==> config.mk <==
export PLATFORM = sky130hd
export DESIGN_NAME = uart_sample_rx
export DESIGN_NICKNAME = d
export VERILOG_FILES = /design/src/rtl/uart_sample_rx.sv
export SDC_FILE = /design/constraint.sdc
export NUM_CORES = 1
export LEC_CHECK = 0
export ABC_AREA = 1
export CELL_PAD_IN_SITES_DETAIL_PLACEMENT = 1
export CELL_PAD_IN_SITES_GLOBAL_PLACEMENT = 1
export CORE_AREA = 2 2 96 98
export DETAILED_ROUTE_END_ITERATION = 8
export DIE_AREA = 0 0 98 100
export DONT_BUFFER_PORTS = 1
export GPL_ROUTABILITY_DRIVEN = 0
export PLACE_DENSITY_LB_ADDON = 0.1
export SLEW_MARGIN = 10
export SYNTH_ARGS = -nofsm -noshare
export SYNTH_HDL_FRONTEND = slang
export SYNTH_SLANG_ARGS = --single-unit
==> constraint.sdc <==
create_clock -name clk -period 4.6 [get_ports clk]
set_clock_uncertainty 0.05 [all_clocks]
set_input_delay 0.92 -clock clk [delete_from_list [all_inputs] [get_ports clk]]
set_output_delay 0.92 -clock clk [all_outputs]
set_load 0.05 [all_outputs]
==> src/rtl/uart_sample_rx.sv <==
// 8N1 UART receiver assembling LSB-first bytes into bit_width-wide samples
// with per-frame sample index and framing/timeout resynchronisation.
`timescale 1ns/1ps
module uart_sample_rx #(
   parameter int CLK_FREQ    = 50_000_000,
   parameter int BAUD        = 115_200,
   parameter int bit_width   = 26,
   parameter int N           = 256,
   parameter int TIMEOUT_CYC = 16 * (CLK_FREQ / BAUD)
) (
   input  logic                 clk,
   input  logic                 rst_n,
   input  logic                 data_in,
   output logic [bit_width-1:0] sample_o,
   output logic                 sample_valid,
   output logic [$clog2(N)-1:0] sample_idx,
   output logic                 frame_done,
   output logic                 frame_err
);

   localparam int CLKS_PER_BIT = CLK_FREQ / BAUD;
   localparam int BYTES        = (bit_width + 7) / 8;
   localparam int CNT_W        = $clog2(CLKS_PER_BIT);
   localparam int TMO_W        = $clog2(TIMEOUT_CYC);
   localparam int BC_W         = (BYTES > 1) ? $clog2(BYTES) : 1;
   localparam int IDX_W        = $clog2(N);

   localparam logic [CNT_W-1:0] HALF     = CNT_W'(CLKS_PER_BIT / 2);
   localparam logic [CNT_W-1:0] LAST     = CNT_W'(CLKS_PER_BIT - 1);
   localparam logic [TMO_W-1:0] TMO_LAST = TMO_W'(TIMEOUT_CYC - 1);
   localparam logic [BC_W-1:0]  BC_LAST  = BC_W'(BYTES - 1);
   localparam logic [IDX_W-1:0] IDX_LAST = '1;

   typedef enum logic [2:0] {
      S_IDLE,
      S_START,
      S_DATA,
      S_STOP,
      S_WAIT_IDLE
   } state_t;

   state_t             state, state_nxt;
   logic               rx_meta, rx_s;
   logic [CNT_W-1:0]   clk_cnt;
   logic [2:0]         bit_cnt;
   logic [7:0]         shift_reg;
   logic [BC_W-1:0]    byte_cnt;
   logic [TMO_W-1:0]   tmo_cnt;
   logic [BYTES*8-1:0] word, word_ins;

   logic start_det, bit_tick, byte_ok, stop_err, tmo_hit, clk_cnt_clr;

   always_ff @(posedge clk) begin
      if (!rst_n) begin
         rx_meta <= 1'b1;
         rx_s    <= 1'b1;
      end else begin
         rx_meta <= data_in;
         rx_s    <= rx_meta;
      end
   end

   always_ff @(posedge clk) begin
      if (!rst_n) state <= S_IDLE;
      else        state <= state_nxt;
   end

   always_comb begin
      state_nxt = state;
      start_det = 1'b0;
      bit_tick  = 1'b0;
      byte_ok   = 1'b0;
      stop_err  = 1'b0;
      tmo_hit   = 1'b0;
      unique case (state)
         S_IDLE: begin
            // A start edge takes priority over a simultaneous timeout
            if (!rx_s) begin
               start_det = 1'b1;
               state_nxt = S_START;
            end else if (byte_cnt != '0 && tmo_cnt == TMO_LAST) begin
               tmo_hit = 1'b1;
            end
         end
         S_START: begin
            if (clk_cnt == HALF) state_nxt = rx_s ? S_IDLE : S_DATA;
         end
         S_DATA: begin
            if (clk_cnt == LAST) begin
               bit_tick = 1'b1;
               if (bit_cnt == 3'd7) state_nxt = S_STOP;
            end
         end
         S_STOP: begin
            if (clk_cnt == LAST) begin
               if (rx_s) begin
                  byte_ok   = 1'b1;
                  state_nxt = S_IDLE;
               end else begin
                  stop_err  = 1'b1;
                  state_nxt = S_WAIT_IDLE;
               end
            end
         end
         S_WAIT_IDLE: begin
            if (rx_s && clk_cnt == LAST) state_nxt = S_IDLE;
         end
         default: state_nxt = S_IDLE;
      endcase
      clk_cnt_clr = (state_nxt != state) || bit_tick || (state == S_WAIT_IDLE && !rx_s);
   end

   always_comb begin
      word_ins = word;
      for (int unsigned k = 0; k < BYTES; k++)
         if (byte_cnt == BC_W'(k)) word_ins[8*k +: 8] = shift_reg;
   end

   always_ff @(posedge clk) begin
      if (!rst_n) begin
         clk_cnt      <= '0;
         bit_cnt      <= '0;
         shift_reg    <= '0;
         byte_cnt     <= '0;
         tmo_cnt      <= '0;
         word         <= '0;
         sample_o     <= '0;
         sample_valid <= 1'b0;
         sample_idx   <= '0;
         frame_done   <= 1'b0;
         frame_err    <= 1'b0;
      end else begin
         sample_valid <= 1'b0;
         frame_done   <= 1'b0;
         frame_err    <= 1'b0;
         clk_cnt      <= clk_cnt_clr ? '0 : clk_cnt + 1'b1;

         if (start_det) begin
            bit_cnt <= '0;
         end else if (bit_tick) begin
            bit_cnt   <= bit_cnt + 1'b1;
            shift_reg <= {rx_s, shift_reg[7:1]};
         end

         if (state == S_IDLE && byte_cnt != '0 && !start_det && !tmo_hit)
            tmo_cnt <= tmo_cnt + 1'b1;
         else
            tmo_cnt <= '0;

         if (sample_valid) sample_idx <= sample_idx + 1'b1;

         if (byte_ok) begin
            if (byte_cnt == BC_LAST) begin
               byte_cnt     <= '0;
               sample_o     <= word_ins[bit_width-1:0];
               sample_valid <= 1'b1;
               frame_done   <= (sample_idx == IDX_LAST);
            end else begin
               byte_cnt <= byte_cnt + 1'b1;
               word     <= word_ins;
            end
         end else if (stop_err || tmo_hit) begin
            byte_cnt  <= '0;
            frame_err <= 1'b1;
         end
      end
   end

endmodule
## Word level (Yosys, flattened, before mapping)

Index checks and enable logic that the tools add are counted.
W data, S select, Z words.

| operators by class | value |
|---|---|
| add/sub/neg operators | 5 |
| equal/unequal tests | 13 |
| mux-type cells | 30 |
| bitwise logic cells | 3 |
| reductions and logical operators | 25 |

Operator list:

| kind | count |
|---|---|
| $mux W8 | 3 |
| $mux W3 | 7 |
| $pmux W3 S5 | 1 |
| $mux W1 | 14 |
| $add A13 B1 Y13 const B | 1 |
| $eq A13 B13 Y1 const B | 1 |
| $mux W2 | 5 |
| $reduce_and A2 Y1 | 5 |
| $add A9 B1 Y9 const B | 1 |
| $eq A9 B8 Y1 const B | 1 |
| $eq A9 B9 Y1 const B | 1 |
| $add A8 B1 Y8 const B | 1 |
| $eq A8 B8 Y1 const B | 1 |
| $eq A3 B2 Y1 const B | 2 |
| $eq A3 B3 Y1 const B | 2 |
| $logic_and A1 B1 Y1 | 6 |
| $reduce_or A2 Y1 | 3 |
| $eq A2 B2 Y1 const B | 2 |
| $reduce_bool A2 Y1 | 2 |
| $add A3 B1 Y3 const B | 1 |
| $eq A3 B1 Y1 const B | 1 |
| $logic_not A1 Y1 | 3 |
| $logic_not A3 Y1 | 1 |
| $logic_or A1 B1 Y1 | 3 |
| 6 further kinds | 8 |

| storage, ports and cells | value |
|---|---|
| register bits | 103 |
| bits of input ports | 3 |

## Depth between registers and ports, before layout

| depth | value |
|---|---|
| depth after elaboration | 8 |
| depth in mapped cells | 11 |
| gate-level depth less buffers | 10 |

## Worst setup path after synthesis

OpenSTA, ideal clock, no wires.

| timing path | value |
|---|---|
| path kind | input to register |
| start point | input port rst_n |
| end point | register sample_o[1] |
| library setup time | 65 ps |
| data arrival time | 1,605 ps |
| data required time | 4,485 ps |
| setup slack | 2,880 ps |
| stages | 4 |
| path buffers | 2 |
| path through | clkbuf_1 clkbuf_1 o21ai_1 nor2_1 |

RTL lines:

| element | RTL line | source |
|---|---|---|
| start: declaration | 12 | `input logic rst_n,` |
| end signal: assignment | 155 | `sample_o <= word_ins[bit_width-1:0];` |
| end: declaration | 14 | `output logic [bit_width-1:0] sample_o,` |

## Final worst setup path

| timing path | value |
|---|---|
| start point | register clk_cnt[0] |
| end point | register shift_reg[2] |

| between the ends | value |
|---|---|
| word-level cells in the longest chain between the ends | 4 |

Ends and longest elaborated chain:

| element | RTL line | source |
|---|---|---|
| start: declaration | 44 | `logic [CNT_W-1:0] clk_cnt;` |
| start signal: assignment | 136 | `clk_cnt <= clk_cnt_clr ? '0 : clk_cnt + 1'b1;` |
| $eq A9 B9 Y1 | 89 | `if (clk_cnt == LAST) begin` |
| $mux W1 | 89 |  |
| $mux W1 | 75 | `unique case (state)` |
| $reduce_and A2 Y1 (no line) | - |  |
| end signal: assignment | 142 | `shift_reg <= {rx_s, shift_reg[7:1]};` |
| end: declaration | 46 | `logic [7:0] shift_reg;` |

No other way between the ends.
A chain may end at the register's enable or synchronous reset.

==> metrics.md <==
| Metric | Value |
|---|---|
| Status | `finished, final reports clean` |
| Total GRT Usage | `19.7%` |
| Number of global-route vias before repair | `3,421` |
| Initial antenna violation count | `0` |
| Design Area, Final | `0.00452 sq mm` |
| Final min period | `2.41 ns` |
| Number of setup buffers added after CTS | `0` |
| Cell Area, Synth | `0.00431 sq mm` |
| Slew HR | `47.5%` |
| Critical Path AT | `2.61 ns` |
| Rows | `35` |
| Later-pin clock latency in the skew report | `0.36 ns` |
| Die Width | `98 um` |
| CTS Hold Bufs | `0` |
| # clock sinks | `101` |
| Top Registers | `sample_o x26, word x24, tmo_cnt x13` |
| Synth Area in XOR/XNOR | `2.44%` |
| Post-cts sizing count | `0` |
| Reg with most FFs | `sample_o` |
| DP Area | `0.00430 sq mm` |
| Total CTS buffers | `9` |
| Max-slew violations | `0` |
| Most common cell in the synthesized netlist | `dfxtp_1` |
| Fraction of layout cells with a size suffix above 1 | `7.23%` |
| Clk slew on worst S/H paths | `0.09 ns` |
| CTS tree | `yes` |
| Count of cell types in the netlist | `32` |
| Final Setup Violations | `0` |
| Antenna diode count | `0` |
| Worst Setup Path Type | `reg -> reg` |
| Syn-to-layout area delta | `4.82%` |
| Number of nets in the layout | `561` |
| Final-report hold violation count | `0` |
| Vias per cell | `5.32` |
| Core Region | `0.00889 sq mm` |
| Remaining DRCs | `0` |
| Actual transition at the worst max-transition pin | `0.785 ns` |
| Max FO, Critical Path | `14` |
| Io pins | `40` |
| First-pass GRT wire length | `15,800 um` |
| Main synth FF type | `dfxtp_1` |
| Ys Warns | `0` |
| Synth area leader | `dfxtp_1` |
| R2R setup slack | `2.19 ns` |
| Initial DRC Count | `81` |
| Maximum clock path buffer count | `2` |
| Fillers | `1,131` |
| Setup Total Neg Slack | `0 ns` |
| Synth top area cells | `dfxtp_1 (47%), nor2_1 (8.5%), o21ai_0 (7.8%)` |
| Post-synth EDFFs | `0` |
| Pwr dens | `340 mW/mm^2` |
| Buffers on Ports | `0` |
| Unrepaired setup endpoints after global routing | `false` |
| CTS HTree Levels | `3` |
| Max_cap viols | `0` |
| CTS root buf | `clkbuf_8` |
| Critical path launch point type | `flop` |
| Leak | `1.58 nW` |
| Worst Path Required | `4.80 ns` |
| Post-synthesis mux area share | `0%` |
| Net Count, Synth | `574` |
| Synth top area share | `46.9%` |
| Chip height | `100 um` |
| Post-DRT Antenna Nets | `0` |
| Mean Syn Cell Area | `7.68 sq um` |
| Cells after Synth | `561` |
| Achievable Freq | `416 MHz` |
| Post-synthesis adder-cell area fraction | `2.90%` |
| WL/cell | `14.0 um` |
| Pre-CTS setup slack | `2.16 ns` |
| Largest register FFs | `26` |
| Die Area | `0.00980 sq mm` |
| Sequential share of the synthesized area | `46.9%` |
| HPWL Detailed | `6410 um` |
| Main combinational cell family by area after synthesis | `simple AND/OR/NAND/NOR gates` |
| Period utilization | `52.3%` |
| Crit. End Element | `flop` |
| Post-synthesis register bit count | `101` |
| WL final | `9320 um` |
| Fraction of registers with async set/reset | `0%` |
| Hold crit path type | `reg -> reg` |
| Simple-Gate Fraction of Synth Area | `23.0%` |
| Peak supply drop | `154 uV` |
| Largest net degree at the start of global routing | `66` |
| Grt total ovfl | `0` |
| Post-synth top cells | `dfxtp_1 (101), nor2_1 (98), nand2_1 (67), o21ai_0 (67), inv_1 (55)` |
| Setup ws final | `2.19 ns` |
| Hold Slack | `0.373 ns` |
| Starting density of the core | `48.5%` |
| Pre-antenna DRT Iters | `4` |
| Compound-Gate Fraction of Synth Area | `16.1%` |
| DR vias | `3,533` |
[worst max-delay path, stage by stage, from the launching register on]
cell      delay [ns]
dfxtp_1         0.39
ha_1            0.20
nand2_1         0.09
nor2_4          0.12
nand2_1         0.08
nor2_1          0.61
clkinv_1        0.49
nor2_1          0.20
nor2_1          0.07
[where the power goes]
| part | leakage, nW | switching, mW | internal (mW) |
|---|---|---|---|
| combinational | 0.653 | 0.0193 | 0.0127 |
| clock | 0.112 | 0.310 | 0.310 |
| sequential | 0.814 | 0.00339 | 0.877 |
| total | 1.58 | 0.333 | 1.20 |
[cell type report]
type	instances	area, sq um	area share, %
multi-input cells	378	1920	42.4
well taps	111	139	3.07
flip-flops and latches	101	2020	44.8
inverters	58	218	4.82
clock inverters	7	97.6	2.16
clock buffers	9	124	2.74
[routing by layer]
metal	wire length, um	part of all wire (%)	vias to the layer above	global-route usage [%]
met5	0	0	-	0
met4	132	1.4	0	6.52
met3	227	2.4	11	4.11
met2	4590	49	33	34.4
met1	4370	47	1692	24.4
li1	-	-	1797	-
[through the flow]
step | utilization, % | power, mW | cells
5_1_grt | 50.8 | 1.60 | 664
4_1_cts | 50.8 | 1.56 | 664
2_1_floorplan | - | 0.932 | 561
3_3_place_gp | 48.3 | 0.932 | 648
6_report | 50.8 | 1.53 | 664
3_5_place_dp | 48.3 | 0.934 | 648
[logic make-up after synthesis]
kind of cell               count (synthesis)
buffers and inverters                     82
DFF                                      101
adders and majority gates                 10
and+or+nand+nor                          226
AOI/OAI and AO/OA                        130
xor gates and xnor gates                  12
[worst paths after layout]
check                                start            to  depth (start not counted)
worst min-delay path               rx_meta          rx_s                          1
worst min register to register     rx_meta          rx_s                          1
worst max-delay path            clk_cnt[0]  shift_reg[2]                          8
worst max register to register  clk_cnt[0]  shift_reg[2]                          8
[layout by cell type (no fill, tap or decap), drive strengths merged]
master,synthesis,final
clkinvlp,0,1
a21oi,41,41
clkinv,1,3
nor3b,2,2
and3,1,1
inv,57,59
nand4,10,10
nand2,70,70
or2,4,4
bufinv,0,2
o21ai,85,85
nor2,101,101
nand3,19,19
a31oi,2,2
clkbuf,13,9
xnor2,1,1
a211oi,1,1
ha,10,10
o21a,1,1
dfxtp,101,101
nor4,1,1
nor3,18,18
xor2,11,11
(Power assumes the default switching activity.)
